File: src/rtl/fx_bus_pkg.sv
// Shared fx register-bus definitions: command bytes, bus widths and the
// host-master frame state encoding.
package fx_bus_pkg;

  localparam logic [7:0] FX_CMD_WR = 8'h57;
  localparam logic [7:0] FX_CMD_RD = 8'h52;

  localparam int FX_AW = 8;
  localparam int FX_DW = 8;

  typedef enum logic [2:0] {
    IDLE,
    ADDR,
    DATA,
    WSTB,
    RSTB,
    RWAIT,
    TX
  } fx_state_e;

endpackage

File: src/rtl/fx_to_cnt.sv
// Inter-byte timeout counter: counts enabled cycles since the last clear and
// flags the cycle in which the count reaches TO_CYC-1.
module fx_to_cnt #(
  parameter int TO_CYC = 50000
) (
  input  logic clk_sys,
  input  logic rst_n,
  input  logic clr_i,
  input  logic en_i,
  output logic expired_o
);

  localparam int CW = (TO_CYC > 2) ? $clog2(TO_CYC) : 1;

  logic [CW-1:0] cnt_q;
  logic [CW-1:0] cnt_d;

  always_comb begin
    cnt_d = cnt_q;
    if (clr_i) begin
      cnt_d = '0;
    end else if (en_i) begin
      cnt_d = cnt_q + 1'b1;
    end
  end

  always_ff @(posedge clk_sys or negedge rst_n) begin
    if (!rst_n) begin
      cnt_q <= '0;
    end else begin
      cnt_q <= cnt_d;
    end
  end

  // A clear in the final cycle (an arriving byte) suppresses expiry.
  assign expired_o = en_i && !clr_i && (cnt_q == CW'(TO_CYC - 1));

endmodule

File: src/rtl/fx_host_master.sv
// Host byte-link to fx register-bus master: decodes write/read frames into
// single-cycle strobes and returns read data as one response byte.
module fx_host_master
  import fx_bus_pkg::*;
#(
  parameter int RD_LAT = 2,
  parameter int TO_CYC = 50000
) (
  input  logic             clk_sys,
  input  logic             rst_n,
  input  logic [7:0]       rx_data,
  input  logic             rx_vld,
  output logic [7:0]       tx_data,
  output logic             tx_vld,
  input  logic             tx_rdy,
  output logic [FX_AW-1:0] fx_waddr,
  output logic [FX_DW-1:0] fx_data,
  output logic             fx_wr,
  output logic [FX_AW-1:0] fx_raddr,
  output logic             fx_rd,
  input  logic [FX_DW-1:0] fx_q,
  output logic             busy,
  output logic             frm_err
);

  fx_state_e        state_q, state_d;
  logic             is_wr_q, is_wr_d;
  logic [FX_AW-1:0] addr_q, addr_d;
  logic [2:0]       lat_q, lat_d;
  logic [7:0]       tx_data_q, tx_data_d;
  logic [FX_AW-1:0] fx_waddr_q, fx_waddr_d;
  logic [FX_DW-1:0] fx_data_q, fx_data_d;
  logic [FX_AW-1:0] fx_raddr_q, fx_raddr_d;
  logic             frm_err_q, frm_err_d;
  logic             tx_vld_q, fx_wr_q, fx_rd_q, busy_q;

  logic in_frame;
  logic to_expired;

  assign in_frame = (state_q == ADDR) || (state_q == DATA);

  // Held clear outside ADDR/DATA so every entry into a frame starts from zero.
  fx_to_cnt #(
    .TO_CYC(TO_CYC)
  ) u_to_cnt (
    .clk_sys  (clk_sys),
    .rst_n    (rst_n),
    .clr_i    (rx_vld || !in_frame),
    .en_i     (in_frame),
    .expired_o(to_expired)
  );

  always_comb begin
    state_d    = state_q;
    is_wr_d    = is_wr_q;
    addr_d     = addr_q;
    lat_d      = lat_q;
    tx_data_d  = tx_data_q;
    fx_waddr_d = fx_waddr_q;
    fx_data_d  = fx_data_q;
    fx_raddr_d = fx_raddr_q;
    frm_err_d  = 1'b0;
    unique case (state_q)
      IDLE: begin
        if (rx_vld && rx_data == FX_CMD_WR) begin
          is_wr_d = 1'b1;
          state_d = ADDR;
        end else if (rx_vld && rx_data == FX_CMD_RD) begin
          is_wr_d = 1'b0;
          state_d = ADDR;
        end
      end
      ADDR: begin
        if (rx_vld) begin
          addr_d = rx_data;
          if (is_wr_q) begin
            state_d = DATA;
          end else begin
            fx_raddr_d = rx_data;
            state_d    = RSTB;
          end
        end else if (to_expired) begin
          frm_err_d = 1'b1;
          state_d   = IDLE;
        end
      end
      DATA: begin
        if (rx_vld) begin
          fx_waddr_d = addr_q;
          fx_data_d  = rx_data;
          state_d    = WSTB;
        end else if (to_expired) begin
          frm_err_d = 1'b1;
          state_d   = IDLE;
        end
      end
      WSTB: begin
        frm_err_d = rx_vld;
        state_d   = IDLE;
      end
      RSTB: begin
        frm_err_d = rx_vld;
        lat_d     = '0;
        state_d   = RWAIT;
      end
      RWAIT: begin
        frm_err_d = rx_vld;
        // RWAIT lasts RD_LAT cycles; fx_q is valid in the last one.
        if (lat_q == 3'(RD_LAT - 1)) begin
          tx_data_d = fx_q;
          state_d   = TX;
        end else begin
          lat_d = lat_q + 3'd1;
        end
      end
      TX: begin
        frm_err_d = rx_vld;
        if (tx_vld_q && tx_rdy) begin
          state_d = IDLE;
        end
      end
      default: state_d = IDLE;
    endcase
  end

  always_ff @(posedge clk_sys or negedge rst_n) begin
    if (!rst_n) begin
      state_q    <= IDLE;
      is_wr_q    <= 1'b0;
      addr_q     <= '0;
      lat_q      <= '0;
      tx_data_q  <= '0;
      fx_waddr_q <= '0;
      fx_data_q  <= '0;
      fx_raddr_q <= '0;
      frm_err_q  <= 1'b0;
      tx_vld_q   <= 1'b0;
      fx_wr_q    <= 1'b0;
      fx_rd_q    <= 1'b0;
      busy_q     <= 1'b0;
    end else begin
      state_q    <= state_d;
      is_wr_q    <= is_wr_d;
      addr_q     <= addr_d;
      lat_q      <= lat_d;
      tx_data_q  <= tx_data_d;
      fx_waddr_q <= fx_waddr_d;
      fx_data_q  <= fx_data_d;
      fx_raddr_q <= fx_raddr_d;
      frm_err_q  <= frm_err_d;
      tx_vld_q   <= (state_d == TX);
      fx_wr_q    <= (state_d == WSTB);
      fx_rd_q    <= (state_d == RSTB);
      busy_q     <= (state_d != IDLE);
    end
  end

  assign tx_data  = tx_data_q;
  assign tx_vld   = tx_vld_q;
  assign fx_waddr = fx_waddr_q;
  assign fx_data  = fx_data_q;
  assign fx_wr    = fx_wr_q;
  assign fx_raddr = fx_raddr_q;
  assign fx_rd    = fx_rd_q;
  assign busy     = busy_q;
  assign frm_err  = frm_err_q;

endmodule

File: config.mk
export PLATFORM = sky130hd
export DESIGN_NAME = fx_host_master
export DESIGN_NICKNAME = d
export VERILOG_FILES = /design/src/rtl/fx_bus_pkg.sv /design/src/rtl/fx_to_cnt.sv /design/src/rtl/fx_host_master.sv
export SDC_FILE = /design/constraint.sdc
export NUM_CORES = 1
export LEC_CHECK = 0
export CORE_MARGIN = 2
export CORE_UTILIZATION = 65
export DETAILED_ROUTE_END_ITERATION = 10
export DONT_BUFFER_PORTS = 1
export HOLD_SLACK_MARGIN = 0.08
export MAX_ROUTING_LAYER = met4
export PLACE_DENSITY = 0.78
export SYNTH_ARGS = -nofsm -noshare
export SYNTH_HDL_FRONTEND = slang
export SYNTH_SLANG_ARGS = --single-unit
File: constraint.sdc
create_clock -name clk_sys -period 3.95 [get_ports clk_sys]
set_input_delay 0.79 -clock clk_sys [delete_from_list [all_inputs] [get_ports clk_sys]]
set_output_delay 0.79 -clock clk_sys [all_outputs]
set_load 0.01 [all_outputs]
==> results of run 1 <==
-- through the flow --
step / util / cell area, um^2
after floorplan: - / 2960
after global placement: 0.685 / 2980
after detailed placement: 0.685 / 2980
after CTS: 0.726 / 3160
after global routing: 0.726 / 3160
final: 0.726 / 3160
-- how the worst max path moves through the flow --
stage,start,slack [ns],cells after the start,end
6_report,state_q[0]$_DFF_PN0_,1.80,3,fx_data[7]$_DFFE_PN0P_
5_1_grt,state_q[0]$_DFF_PN0_,1.67,3,fx_data[7]$_DFFE_PN0P_
4_1_cts,state_q[0]$_DFF_PN0_,1.81,3,fx_data[7]$_DFFE_PN0P_
3_5_place_dp,rx_vld,1.82,3,addr_q[1]$_DFFE_PN0P_
3_3_place_gp,rx_vld,1.90,3,u_to_cnt.cnt_q[14]$_DFFE_PN0P_
2_1_floorplan,rx_vld,2.06,4,u_to_cnt.cnt_q[14]$_DFFE_PN0P_
-- per-layer routing --
| metal | global-route usage | part of all wire | vias to the layer above |
|---|---|---|---|
| met5 | - | 0 | - |
| met4 | 0.0985 | 0.0098 | 0 |
| met3 | 0.0731 | 0.061 | 4 |
| met1 | 0.306 | 0.42 | 918 |
| li1 | - | - | 844 |
| met2 | 0.395 | 0.51 | 51 |
-- worst register-to-register path, cell delays in order, from the launching register on --
cell and delay (ns):
dfrtp_1 0.51, nor2b_1 0.35, and3_1 0.73, mux2_2 0.43
-- power by group --
group          leakage, nW  total [mW]  switching (mW)  internal [mW]
clock network       0.0803       0.498           0.256          0.242
registers            0.854        1.23           0.281          0.949
logic                0.388       0.442           0.185          0.258
-- sequential cells by signal, summed over array words and instances (netlist names) --
signal,cells
state_q,3
addr_q,8
fx_rd,1
is_wr_q,1
frm_err,1
fx_wr,1
tx_data,8
busy,1
fx_raddr,8
u_to_cnt.cnt_q,16
fx_data,8
lat_q,3
tx_vld,1
fx_waddr,8
-- area by class of cell --
cell class	instances	share of cell area
Sequential cell	68	0.539
Clock buffer	10	0.0436
Tap cell	52	0.0206
Clock inverter	6	0.0127
Multi-Input combinational cell	155	0.377
Inverter	6	0.00713
-- cells in the final DEF (no fill, tap or decap), types with 3 or more instances in the layout --
cell type   synthesis  layout
nor2b_1             3       3
nor4bb_1            3       3
ha_1                3       3
nor3_1              5       5
xor2_1              3       3
nand2b_1            6       6
o21ai_0             7       7
nand4_1             5       5
nand3_1             6       6
clkbuf_8            0      10
xnor2_1            10      10
nor2_1             16      16
nand2_1            13      13
inv_1               6       6
clkinvlp_4          0       4
nor4b_1             3       3
dfrtp_1            68      68
a21oi_1             3       3
mux2_2             40      40
-- logic make-up (layout without fill, tap and decap cells) --
kind of cell               after synthesis  count (layout)  share of synthesized area
muxes                                   41              41                      0.156
DFF                                     68              68                      0.576
and+or+nand+nor                         77              77                      0.149
buffers and inverters                   15              22                     0.0207
AOI/OAI and AO/OA                       21              21                     0.0474
adders and majority gates                3               3                     0.0127
xor gates and xnor gates                13              13                     0.0385
==> flow_summary.toml, run 1 <==
[cts]
tritoncts = "yes"
cts_resized = 0
clockBufferDepth = 2
ctsHoldBuffers = 0
clk_pin_slew_ns = 0.07
cts_setup_buffers = 0
root_buffer = "clkbuf_8"
cts_sinks = 68
clk-insertion-delay-late_ns = 0.33
htreeDepth = 3
cts_buffers = 9

[min_path]
hold_class = "input pin to asynchronous set/reset pin"

[die]
chipHeight_um = 71.4
die_w_um = 71.4
start_util = 0.679
design.core.area_mm2 = 0.00435
num_rows = 24
io_pins = 57
die_area_mm2 = 0.00510

[yosys]
ys.flop_type = "dfrtp_1"
synth_edf_count = 0
synthTopCellsByCount = "dfrtp_1 (68), mux2_2 (40), nor2_1 (16)"
syn_inst = 238
syn_avg_cell_area_um2 = 12.4
syn_area_mm2 = 0.00296
ys_ff_latch = 68
ys.warnings.count = 0
netlist.area_leader.share = 0.576
synth.most_common_cell = "dfrtp_1"
synthTopCellsByArea = "dfrtp_1 (58%), mux2_2 (15%), xnor2_1 (3.0%)"
async_reset_ff_frac = 1.00
syn-num-nets = 261
yosysTopAreaCell = "dfrtp_1"
ys_seq_area_frac = 0.576
synth.distinct_cells = 44

[critical_path]
ff2ff_path_depth = 3
r2r_slack_ns = 1.80
crit_chain = "nor2b_1 > and3_1 > mux2_2"
crit_type = "flop to flop"
cp-start-kind = "flop"
r2r-end = "fx_data[7]$_DFFE_PN0P_"
slowest_stage = "and3_1"
path_delay_family = "simple AND/OR/NAND/NOR gates"
required_ns = 4.16
r2r_start = "state_q[0]$_DFF_PN0_"
worst_ep_arrival_time_ns = 2.36
cp-end-kind = "flop"
max_stage_delay_ns = 0.73
crit_path_max_fanout = 17
cp_num_buf_inv = 0

[sta]
fin_ws_ns = 1.80
final_min_period_over_clock_period = 0.543
relSlewSlack = 0.441
hold_viol = 0
period_minus_slack_ns = 2.15
rsz0062_at_grt = "no"
clock_skew_ns = 0.00711
fmax_ghz = 0.466
worst_hold_slack_ns = 0.149
setup_tns_ns = 0
drv_slew = 0
setup_viol = 0
tightest_slew_ns = 0.835

[placed_design]
port_buffers = 0
place_hpwl_um = 3990
pre_cts_ws_ns = 1.82
dpl.cell_count = 281
gp_congestion = 0.864

[final_layout]
finalNonFillerCells = 297
diodes = 0
multi_input_area_mm2 = 0.00119
finish.net_count = 263
drive_gt1_frac = 0.273
fillerInstances = 310
seq_area_mm2 = 0.00170
area_growth_pct = 6.90

[drt]
dr.pass1.iters = 5
first_iter_violations = 88
vias_per_cell = 6.12
wl_per_cell_um = 18.9
num_vias = 1817
wl_um = 5620
ant_nets = 0
drc_errors = 0

[flow_run]
maxCapViolCount = 0

[pwr]
power_density_mw_per_mm2 = 687
ir_drop_mv = 0.404
design_power_total_mw = 2.17
p_leak_nw = 1.32

[grt]
grt_max_degree = 69
antenna_found_initial = 0
overflow = 0
grt_pass1_vias = 1923
grt.total_usage = 0.250
grt_pass1_wl_um = 9290

[run_status]
outcome = "complete, no violations"
(Power assumes the default switching activity.)
==> run 2, diff against run 1 <==
- CORE_UTILIZATION: 65 -> 62
- PLACE_DENSITY: 0.78 -> 0.75
- clock period: 3.95 -> 2.1 ns (I/O delays scaled with it)
==> run 2 against run 1 <==
Hold slack gained 0.081 ns. Critical path depth grew 2. Clock power grew 130%. Combinational power grew 94%. Utilization shrank 2.6 points. First-iteration DRC count shrank 44%. Power grew 98%. Die area grew 4.6%. Final area grew 3.2%. Critical path type unchanged. Largest power group unchanged.
==> flow_summary.toml, run 2 (synthesis results as in run 1) <==
[critical_path]
crit_path_max_fanout = 5
ff2ff_path_depth = 5
required_ns = 2.37
r2r_start = "u_to_cnt.cnt_q[0]$_DFFE_PN0P_"
worst_ep_arrival_time_ns = 2.21
crit_path_end = "u_to_cnt.cnt_q[14]$_DFFE_PN0P_"
cp-end-kind = "flop"
cp-start-kind = "flop"
cp-startpoint = "u_to_cnt.cnt_q[0]$_DFFE_PN0P_"
crit_type = "flop to flop"
r2r_slack_ns = 0.17
r2r-end = "u_to_cnt.cnt_q[14]$_DFFE_PN0P_"

[cts]
tritoncts = "yes"
cts_setup_buffers = 0
clk_pin_slew_ns = 0.07
root_buffer = "clkbuf_8"
cts_sinks = 68
clockBufferDepth = 2
ctsHoldBuffers = 2
clk-insertion-delay-late_ns = 0.34
cts_resized = 0
htreeDepth = 3
cts_buffers = 9

[final_layout]
largest_reg_flops = 16
drive_gt1_frac = 0.277
final_util = 0.699
layout_common_cells = "dfrtp_1 (68), mux2_2 (40), nor2_1 (16)"
top_register = "u_to_cnt.cnt_q"
finish.net_count = 268
final_common_cell = "dfrtp_1"
fillerInstances = 327
finalNonFillerCells = 303
diodes = 0
area_growth_pct = 10.3

[placed_design]
port_buffers = 0
pre_cts_ws_ns = 0.190
dpl.cell_count = 286
place_hpwl_um = 3390
gp_congestion = 0.844

[grt]
grt_max_degree = 69
grt_pass1_wl_um = 8370
antenna_found_initial = 0
grt.total_usage = 0.221
grt_pass1_vias = 1769
overflow = 0

[pwr]
pwr-share-seq = 0.534
p_sw_mw = 1.32
power_density_mw_per_mm2 = 1320
pwr-share-comb = 0.199
netSwitchingFraction = 0.306
ir_drop_mv = 0.779
p_leak_nw = 1.38
clkPwrFrac = 0.268
internal_power_mw = 2.99

[sta]
period_minus_slack_ns = 1.94
drv_slew = 0
clock_skew_ns = 0.00614
fmax_ghz = 0.517
rsz0062_at_grt = "no"
setup_viol = 0
hold_viol = 0
tightest_slew_ns = 0.495
final_min_period_over_clock_period = 0.921
relSlewSlack = 0.669
fin_ws_ns = 0.165
setup_tns_ns = 0

[drt]
wl_per_cell_um = 16.8
num_vias = 1787
wl_met1_um = 2250
met3_length_um = 303
drc_errors = 0
first_iter_violations = 49
wl_um = 5090
top_layer = "met4"
vias_per_cell = 5.90
wl_met2_um = 2480
dr.pass1.iters = 4
ant_nets = 0

[flow_run]
maxCapViolCount = 0

[die]
design.core.area_mm2 = 0.00466
chipHeight_um = 73.0
start_util = 0.634
die_w_um = 73.0
die_area_mm2 = 0.00533
num_rows = 25
io_pins = 57

[min_path]
hold_class = "input pin to flop"
worstHoldPathCells = 1

[run_status]
outcome = "complete, no violations"
## run 2: changes by cell type in the layout (fill, tap and decap cells not counted), sizes merged
cell / before / now
buf: 0 / 4
bufinv: 0 / 2
clkbuf: 10 / 11
clkinvlp: 4 / 0
dlygate4sd3: 0 / 1
## run 2: worst min-delay path by stage
stage | from | end | slack [ns]
after global routing | fx_q[6] | tx_data[6]$_DFFE_PN0P_ | 0.20
final | rx_data[2] | fx_data[2]$_DFFE_PN0P_ | 0.23
after floorplan | rst_n | addr_q[0]$_DFFE_PN0P_ | 0.12
after detailed placement | rst_n | u_to_cnt.cnt_q[9]$_DFFE_PN0P_ | 0.13
after global placement | rst_n | u_to_cnt.cnt_q[9]$_DFFE_PN0P_ | 0.13
after CTS | rx_data[3] | fx_raddr[3]$_DFFE_PN0P_ | 0.21
## run 2: cell type report
cell class              instances  area [um^2]  share of cell area
inverters                       6         22.5             0.00691
clock inverters                 4         73.8              0.0226
multi-input cells             155         1190               0.366
repair buffers                  5         60.1              0.0184
flip-flops and latches         68         1700               0.522
well taps                      54         67.6              0.0207
clock buffers                  11          141              0.0434
## run 2: critical path, stage by stage (launching register included)
cell	delay (ns)
dfrtp_1	0.39
ha_1	0.23
nand3_2	0.13
or4_4	0.58
or4_1	0.47
nand2_1	0.07
## run 2: metal layers
metal	track usage	vias up
met3	0.0801	7
met4	0.0864	0
met2	0.326	48
li1	-	854
met1	0.277	878
met5	-	-
## run 2: power groups by stage
stage | registers (mW) | logic (mW) | clock network, mW
after floorplan | 2.18 | 0.767 | 0
after detailed placement | 2.33 | 0.830 | 0
after global routing | 2.36 | 0.953 | 1.24
after CTS | 2.31 | 0.866 | 1.19
after global placement | 2.32 | 0.799 | 0
final | 2.30 | 0.856 | 1.15
## run 2: metrics by stage
stage / power [mW] / hold WS (ns) / cell area (um^2)
after detailed placement: 3.16 / 0.126 / 3010
after global placement: 3.11 / 0.126 / 3010
after CTS: 4.36 / 0.212 / 3260
final: 4.31 / 0.230 / 3260
after global routing: 4.56 / 0.199 / 3260
after floorplan: 2.95 / 0.124 / 2960
